## config.mk

```make
export PLATFORM = sky130hd
export DESIGN_NAME = replay_pipe_gen_flat
export DESIGN_NICKNAME = d
export VERILOG_FILES = /design/src/rtl/replay_pipe_gen_if.sv /design/src/rtl/replay_pipe_gen.sv /design/src/flat_wrapper.sv
export SDC_FILE = /design/constraint.sdc
export NUM_CORES = 1
export LEC_CHECK = 0
export BUFFER_PORTS_ARGS = -buffer_cell sky130_fd_sc_hd__buf_4
export CAP_MARGIN = 40
export CELL_PAD_IN_SITES_DETAIL_PLACEMENT = 0
export CELL_PAD_IN_SITES_GLOBAL_PLACEMENT = 1
export CORE_ASPECT_RATIO = 0.75
export CORE_MARGIN = 8
export CORE_UTILIZATION = 48
export CTS_BUF_LIST = sky130_fd_sc_hd__clkbuf_4 sky130_fd_sc_hd__clkbuf_8
export CTS_CLUSTER_SIZE = 10
export DETAILED_ROUTE_END_ITERATION = 8
export PLACE_DENSITY = 0.69
export SLEW_MARGIN = 20
export SYNTH_ARGS = -nofsm -noshare
export SYNTH_HDL_FRONTEND = slang
export SYNTH_SLANG_ARGS = --single-unit
```

## constraint.sdc

```tcl
create_clock -name clk -period 6.85 [get_ports clk]
set_input_delay 1.7125 -clock clk [delete_from_list [all_inputs] [get_ports clk]]
set_output_delay 1.7125 -clock clk [all_outputs]
set_load 0.05 [all_outputs]
```

## src/rtl/replay_pipe_gen_if.sv

```systemverilog
// ---------------------------------------------------------------------------
// replay_pipe_gen_if
//   Bundles the data, handshake and status signals of replay_pipe_gen.
//   master : producer / consumer side (drives in, in_vld, replay_w, stall_req)
//   slave  : the replay pipeline itself
// Signals:
//   in, in_vld, in_accept   write side of the replay FIFO
//   out_r, out_vld_r        last pipe stage
//   replay_w                replay request (registered inside the pipe)
//   stall_req               per-stage stall request, top bit ignored
//   occupancy_r             entries written and not yet committed
//   replay_cnt_r            saturating count of replay cycles
// ---------------------------------------------------------------------------
interface replay_pipe_gen_if #(
  parameter int N  = 10,
  parameter int W  = 32,
  parameter int AW = 3,
  parameter int CW = 16
);
  logic [W-1:0]  in;
  logic          in_vld;
  logic          in_accept;
  logic [W-1:0]  out_r;
  logic          out_vld_r;
  logic          replay_w;
  logic [N-1:0]  stall_req;
  logic [AW:0]   occupancy_r;
  logic [CW-1:0] replay_cnt_r;

  modport master (
    output in, in_vld, replay_w, stall_req,
    input  in_accept, out_r, out_vld_r, occupancy_r, replay_cnt_r
  );

  modport slave (
    input  in, in_vld, replay_w, stall_req,
    output in_accept, out_r, out_vld_r, occupancy_r, replay_cnt_r
  );
endinterface

```

## src/rtl/replay_pipe_gen.sv

```systemverilog
// ---------------------------------------------------------------------------
// replay_pipe_gen
//   Input words are buffered in a 2^AW-entry replay FIFO, issued speculatively
//   into an N-stage stallable pipe and retired (committed) at COMMIT_STG.
//   A registered replay request kills stages 0..COMMIT_STG and rewinds the
//   speculative read pointer to the oldest uncommitted entry.
// Ports:
//   clk  clock
//   rst  synchronous reset, active-high
//   bus  replay_pipe_gen_if.slave (write side, output stage, replay, stall,
//        occupancy and replay-count status)
// ---------------------------------------------------------------------------
module replay_pipe_gen #(
  parameter int N          = 10,
  parameter int W          = 32,
  parameter int AW         = 3,
  parameter int COMMIT_STG = 8,
  parameter int CW         = 16
) (
  input  logic              clk,
  input  logic              rst,
  replay_pipe_gen_if.slave  bus
);

  localparam int DEPTH = 1 << AW;
  typedef logic [AW:0] ptr_t;   // wrap bit + index

  logic [W-1:0] fifo_mem [DEPTH];

  ptr_t wr_r, rd_arch_r, rd_spec_r;
  ptr_t wr_next, rd_arch_next, rd_spec_next;
  logic empty_r, full_r, replay_r;
  logic [AW:0]   occupancy_r;
  logic [CW-1:0] replay_cnt_r;

  // Pipe stages 1..N-1; stage 0 is the issue point and has no storage.
  logic [N-1:1] vld_r, vld_next, ld;
  logic [W-1:0] data_r [1:N-1];

  logic [N-2:0] v;      // stage-valid as seen by the stall chain (v[0]=1)
  logic [N-1:0] stall;
  logic [N-1:0] kill;
  logic [N-2:0] adv;
  logic         wr_en, commit;
  logic         unused_stall_top;

  assign unused_stall_top = bus.stall_req[N-1];

  assign wr_en         = bus.in_vld & ~full_r;
  assign bus.in_accept = ~full_r;

  // FIFO storage: contents are not reset; pointers alone define validity.
  always_ff @(posedge clk) begin
    if (wr_en) fifo_mem[wr_r[AW-1:0]] <= bus.in;
  end

  assign v = {vld_r[N-2:1], 1'b1};

  // Stalls ripple upstream only through valid stages, so bubbles absorb them.
  always_comb begin
    stall = '0;
    for (int i = N - 2; i >= 0; i--) begin
      stall[i] = v[i] & (bus.stall_req[i] | stall[i+1]);
    end
  end

  genvar gi;
  generate
    for (gi = 0; gi < N; gi++) begin : g_kill
      if (gi <= COMMIT_STG) begin : g_spec
        assign kill[gi] = replay_r;
      end else begin : g_safe
        assign kill[gi] = 1'b0;
      end
    end

    assign adv[0] = ~empty_r & ~stall[0] & ~kill[0];
    for (gi = 1; gi < N - 1; gi++) begin : g_adv
      assign adv[gi] = v[gi] & ~stall[gi] & ~kill[gi];
    end

    for (gi = 1; gi < N; gi++) begin : g_stage
      assign ld[gi]       = ~kill[gi] & ~stall[gi] & adv[gi-1];
      assign vld_next[gi] = kill[gi]  ? 1'b0 :
                            stall[gi] ? vld_r[gi] : adv[gi-1];
    end
  endgenerate

  // kill[COMMIT_STG] already masks adv during replay; kept explicit for clarity.
  assign commit = ~replay_r & adv[COMMIT_STG];

  always_comb begin
    wr_next      = wr_r + ptr_t'(wr_en);
    rd_arch_next = rd_arch_r + ptr_t'(commit);
    rd_spec_next = rd_spec_r;
    if (replay_r)    rd_spec_next = rd_arch_r;   // pre-commit value
    else if (adv[0]) rd_spec_next = rd_spec_r + ptr_t'(1);
  end

  always_ff @(posedge clk) begin
    if (rst) begin
      wr_r         <= '0;
      rd_arch_r    <= '0;
      rd_spec_r    <= '0;
      empty_r      <= 1'b1;
      full_r       <= 1'b0;
      replay_r     <= 1'b0;
      occupancy_r  <= '0;
      replay_cnt_r <= '0;
      vld_r        <= '0;
    end else begin
      wr_r         <= wr_next;
      rd_arch_r    <= rd_arch_next;
      rd_spec_r    <= rd_spec_next;
      // Flags come from next-state pointers so they match the pointers they
      // accompany; full is judged against the committed pointer so no
      // uncommitted entry can be overwritten.
      empty_r      <= (rd_spec_next == wr_next);
      full_r       <= (rd_arch_next[AW] != wr_next[AW]) &&
                      (rd_arch_next[AW-1:0] == wr_next[AW-1:0]);
      occupancy_r  <= wr_next - rd_arch_next;
      replay_r     <= bus.replay_w;
      if (replay_r && (replay_cnt_r != '1)) replay_cnt_r <= replay_cnt_r + CW'(1);
      vld_r        <= vld_next;
    end
  end

  // Data path carries no reset; stage 1 is the registered FIFO read.
  always_ff @(posedge clk) begin
    if (ld[1]) data_r[1] <= fifo_mem[rd_spec_r[AW-1:0]];
    for (int i = 2; i < N; i++) begin
      if (ld[i]) data_r[i] <= data_r[i-1];
    end
  end

  assign bus.out_r        = data_r[N-1];
  assign bus.out_vld_r    = vld_r[N-1];
  assign bus.occupancy_r  = occupancy_r;
  assign bus.replay_cnt_r = replay_cnt_r;

endmodule

```

## src/flat_wrapper.sv

```systemverilog
// flat-port wrapper written by rule: the top's interface ports become plain ports
module replay_pipe_gen_flat 
#(
  parameter int N          = 10,
  parameter int W          = 32,
  parameter int AW         = 3,
  parameter int COMMIT_STG = 8,
  parameter int CW         = 16
)
  (clk, rst, bus_in, bus_in_vld, bus_replay_w, bus_stall_req, bus_in_accept, bus_out_r, bus_out_vld_r, bus_occupancy_r, bus_replay_cnt_r);
  replay_pipe_gen_if #(.N(N), .W(W), .AW(AW), .CW(CW)) bus_i ();
  input  logic clk;
  input  logic rst;
  input wire logic [$bits(bus_i.in)-1:0] bus_in;
  input wire logic [$bits(bus_i.in_vld)-1:0] bus_in_vld;
  input wire logic [$bits(bus_i.replay_w)-1:0] bus_replay_w;
  input wire logic [$bits(bus_i.stall_req)-1:0] bus_stall_req;
  output wire logic [$bits(bus_i.in_accept)-1:0] bus_in_accept;
  output wire logic [$bits(bus_i.out_r)-1:0] bus_out_r;
  output wire logic [$bits(bus_i.out_vld_r)-1:0] bus_out_vld_r;
  output wire logic [$bits(bus_i.occupancy_r)-1:0] bus_occupancy_r;
  output wire logic [$bits(bus_i.replay_cnt_r)-1:0] bus_replay_cnt_r;
  assign bus_i.in = bus_in;
  assign bus_i.in_vld = bus_in_vld;
  assign bus_i.replay_w = bus_replay_w;
  assign bus_i.stall_req = bus_stall_req;
  assign bus_in_accept = bus_i.in_accept;
  assign bus_out_r = bus_i.out_r;
  assign bus_out_vld_r = bus_i.out_vld_r;
  assign bus_occupancy_r = bus_i.occupancy_r;
  assign bus_replay_cnt_r = bus_i.replay_cnt_r;
  replay_pipe_gen #(.N(N), .W(W), .AW(AW), .COMMIT_STG(COMMIT_STG), .CW(CW)) u_core (.clk(clk), .rst(rst), .bus(bus_i));
endmodule
```

==> impl_metrics.toml <==
[outcome]
status = "finished, final reports clean"

[critical_path]
crit_fanout = 4
worst-endpoint-arrival_ns = 3.65
r2r-end = "u_core.bus.occupancy_r[3]$_SDFF_PP0_"
path_class = "in -> reg"
reg2regPathDepth = 10
crit_required_ns = 7.34
cp-end-kind = "flop"
r2r-start = "u_core.replay_r$_SDFF_PP0_"
rrSetupSlack_ns = 4.26
crit_path_start_kind = "input port"

[yosys]
synth_top_family_by_area = "multiplexers"
synth_nets = 1019
synth-edff-count = 544
ys_types = 55
synth_compound_area_share_pct = 1.71
avgSynthCellArea_um2 = 21.7
syn_inst = 963
synth_xor_area_share_pct = 1.41
async_flop_share_pct = 0
syn_area_um2 = 20900
yosysWarnings = 0
yosys.area_share.simple_pct = 2.84
synthAdderAreaFrac_pct = 0.635
ys_seq_area_share_pct = 82.4
ys_ff_latch = 588
muxShareOfSynthArea_pct = 8.72
ys.flop_type = "edfxtp_1"

[layout]
mostFrequentLayoutCells = "edfxtp_1, buf_4, clkbuf_8"
final_nets = 1166
synthToLayoutAreaGrowth_pct = 14.1
final_area_um2 = 23800
nFillCells = 3294
final_common_cell = "edfxtp_1"
diodes = 0
multiInputGateArea_um2 = 3280
drive_gt1_share_pct = 32.9
seqCellArea_um2 = 17200

[floorplan]
rows = 66
die_y_um = 197
core_um2 = 43200
initial_core_util_pct = 48.4
die_w_um = 257
pin_count = 100
dieArea_um2 = 50500

[run]
drv_cap = 0

[placed_design]
io_buffers = 98
gp_congestion = 0.731
hpwl_um = 17900
dpl_cell_area_um2 = 22200

[timing]
slew_violations = 0
fin_setup_tns_ns = 0
fin_crit_sh_pct = 46.2
rsz0062_at_grt = "false"
worst_pin_slew_ns = 0.619
finalCriticalPeriod_ns = 3.17
max_slew_margin_pct = 58.8
final-hold-violation-count = 0
finalClockSkew_ns = 0.0221
setup_viol = 0
max_freq_mhz = 316
whs_ns = 0.411

[grt]
grt_pass1_vias = 8921
antenna_found_initial = 4
grt_pass1_wl_um = 50100
grt_max_degree = 47
grt_overflow_total = 0
grtUsageTotal_pct = 12.7

[hold_path]
min_path_cells = 0
hp-class = "reg -> reg"
hp-start = "u_core.data_r[0][37]$_DFFE_PP_"
whs_endpoint = "u_core.data_r[0][69]$_DFFE_PP_"

[drt]
wl_per_cell_um = 18.2
first_iter_violations = 463
wl_um = 31800
vias = 8642
vias_per_cell = 4.95
ant_nets = 0
dr.pass1.iters = 4
drc = 0

[cts]
clk_pin_slew_ns = 0.06
clock_sinks = 588
clockRootBuffer = "clkbuf_8"
cts-hold-fix-buffers = 0
cts_tree = "built"
htree_levels = 3
cts_buffers = 86
clockBufferDepth = 3
ctsResizeCount = 0
postCtsSetupRepairBufs = 0
clk-insertion-delay-late_ns = 0.61

[power_and_ir_drop]
irDropWorstVdd_mv = 0.170
power.leakage_nw = 7.71
cellPowerDensity_nw_per_um2 = 291
-- registers in the layout (all words and copies together) (netlist names), 4 cells and up --
name / cells
u_core.wr_r: 4
u_core.fifo_mem: 256
u_core.vld_r: 9
u_core.data_r: 288
u_core.rd_arch_r: 4
u_core.rd_spec_r: 4
u_core.bus.replay_cnt_r: 16
u_core.bus.occupancy_r: 4
-- cell usage after synthesis, types with 10 or more instances --
| master | instances | area share [%] |
|---|---|---|
| o21ai_0 | 10 | 0.24 |
| mux4_2 | 64 | 6.9 |
| mux2_2 | 32 | 1.7 |
| buf_2 | 10 | 0.24 |
| dfxtp_1 | 44 | 4.2 |
| buf_4 | 32 | 1.2 |
| inv_1 | 12 | 0.22 |
| a21oi_1 | 12 | 0.29 |
| xnor2_1 | 22 | 0.92 |
| nor2_1 | 47 | 0.84 |
| clkbuf_1 | 13 | 0.23 |
| nand3_1 | 10 | 0.24 |
| edfxtp_1 | 544 | 78 |
-- power by group --
group          internal (mW)  switching, mW
registers               3.98         0.0254
logic                  0.149          0.171
clock network           1.41           1.20
total                   5.53           1.40
-- worst max-delay path, cell delays in order --
cell and delay (ns):
buf_4 0.10, nor2b_1 0.15, ha_1 0.22, ha_1 0.21, xnor2_1 0.38, inv_1 0.11, ha_1 0.37, a21oi_1 0.19
xor2_1 0.16, nor2_1 0.05
-- area by class of cell --
class | instances | share of cell area [%]
clock inverters | 27 | 0.635
well taps | 578 | 3.03
clock buffers | 119 | 6.14
multi-input cells | 301 | 13.8
inverters | 12 | 0.189
flip-flops and latches | 588 | 72.3
repair buffers | 121 | 3.98
-- per-layer routing --
layer	global-route usage, %	share of wire, %
met3	4.10	6.7
met4	4.35	1.8
met2	19.3	46
met1	17.3	46
met5	0	0.063
-- worst max-delay path by stage --
stage                                 from                                   end  slack [ns]  cells after the start
after floorplan           bus_stall_req[8]       u_core.data_r[0][100]$_DFFE_PP_        0.74                      4
after global placement          bus_in_vld  u_core.bus.occupancy_r[3]$_SDFF_PP0_        3.03                     10
after detailed placement        bus_in_vld  u_core.bus.occupancy_r[3]$_SDFF_PP0_        3.07                     10
after CTS                       bus_in_vld  u_core.bus.occupancy_r[3]$_SDFF_PP0_        3.76                     10
after global routing            bus_in_vld  u_core.bus.occupancy_r[3]$_SDFF_PP0_        3.56                     10
final                           bus_in_vld  u_core.bus.occupancy_r[3]$_SDFF_PP0_        3.68                     10
-- kinds of logic after synthesis --
kind of cell               Yosys count
AOI/OAI and AO/OA                   45
xor gates and xnor gates            32
adders and majority gates           10
and+or+nand+nor                    116
DFF                                588
buffers and inverters               74
muxes                               98
-- through the flow --
step	total power, mW	instances	util [%]	setup slack (ns)
2_1_floorplan	4.29	963	-	0.735
3_3_place_gp	4.39	1597	51.3	3.03
3_5_place_dp	4.40	1600	51.4	3.07
4_1_cts	7.05	1746	55.2	3.76
5_1_grt	7.24	1746	55.2	3.56
6_report	6.93	1746	55.2	3.68
(Power assumes the default switching activity.)
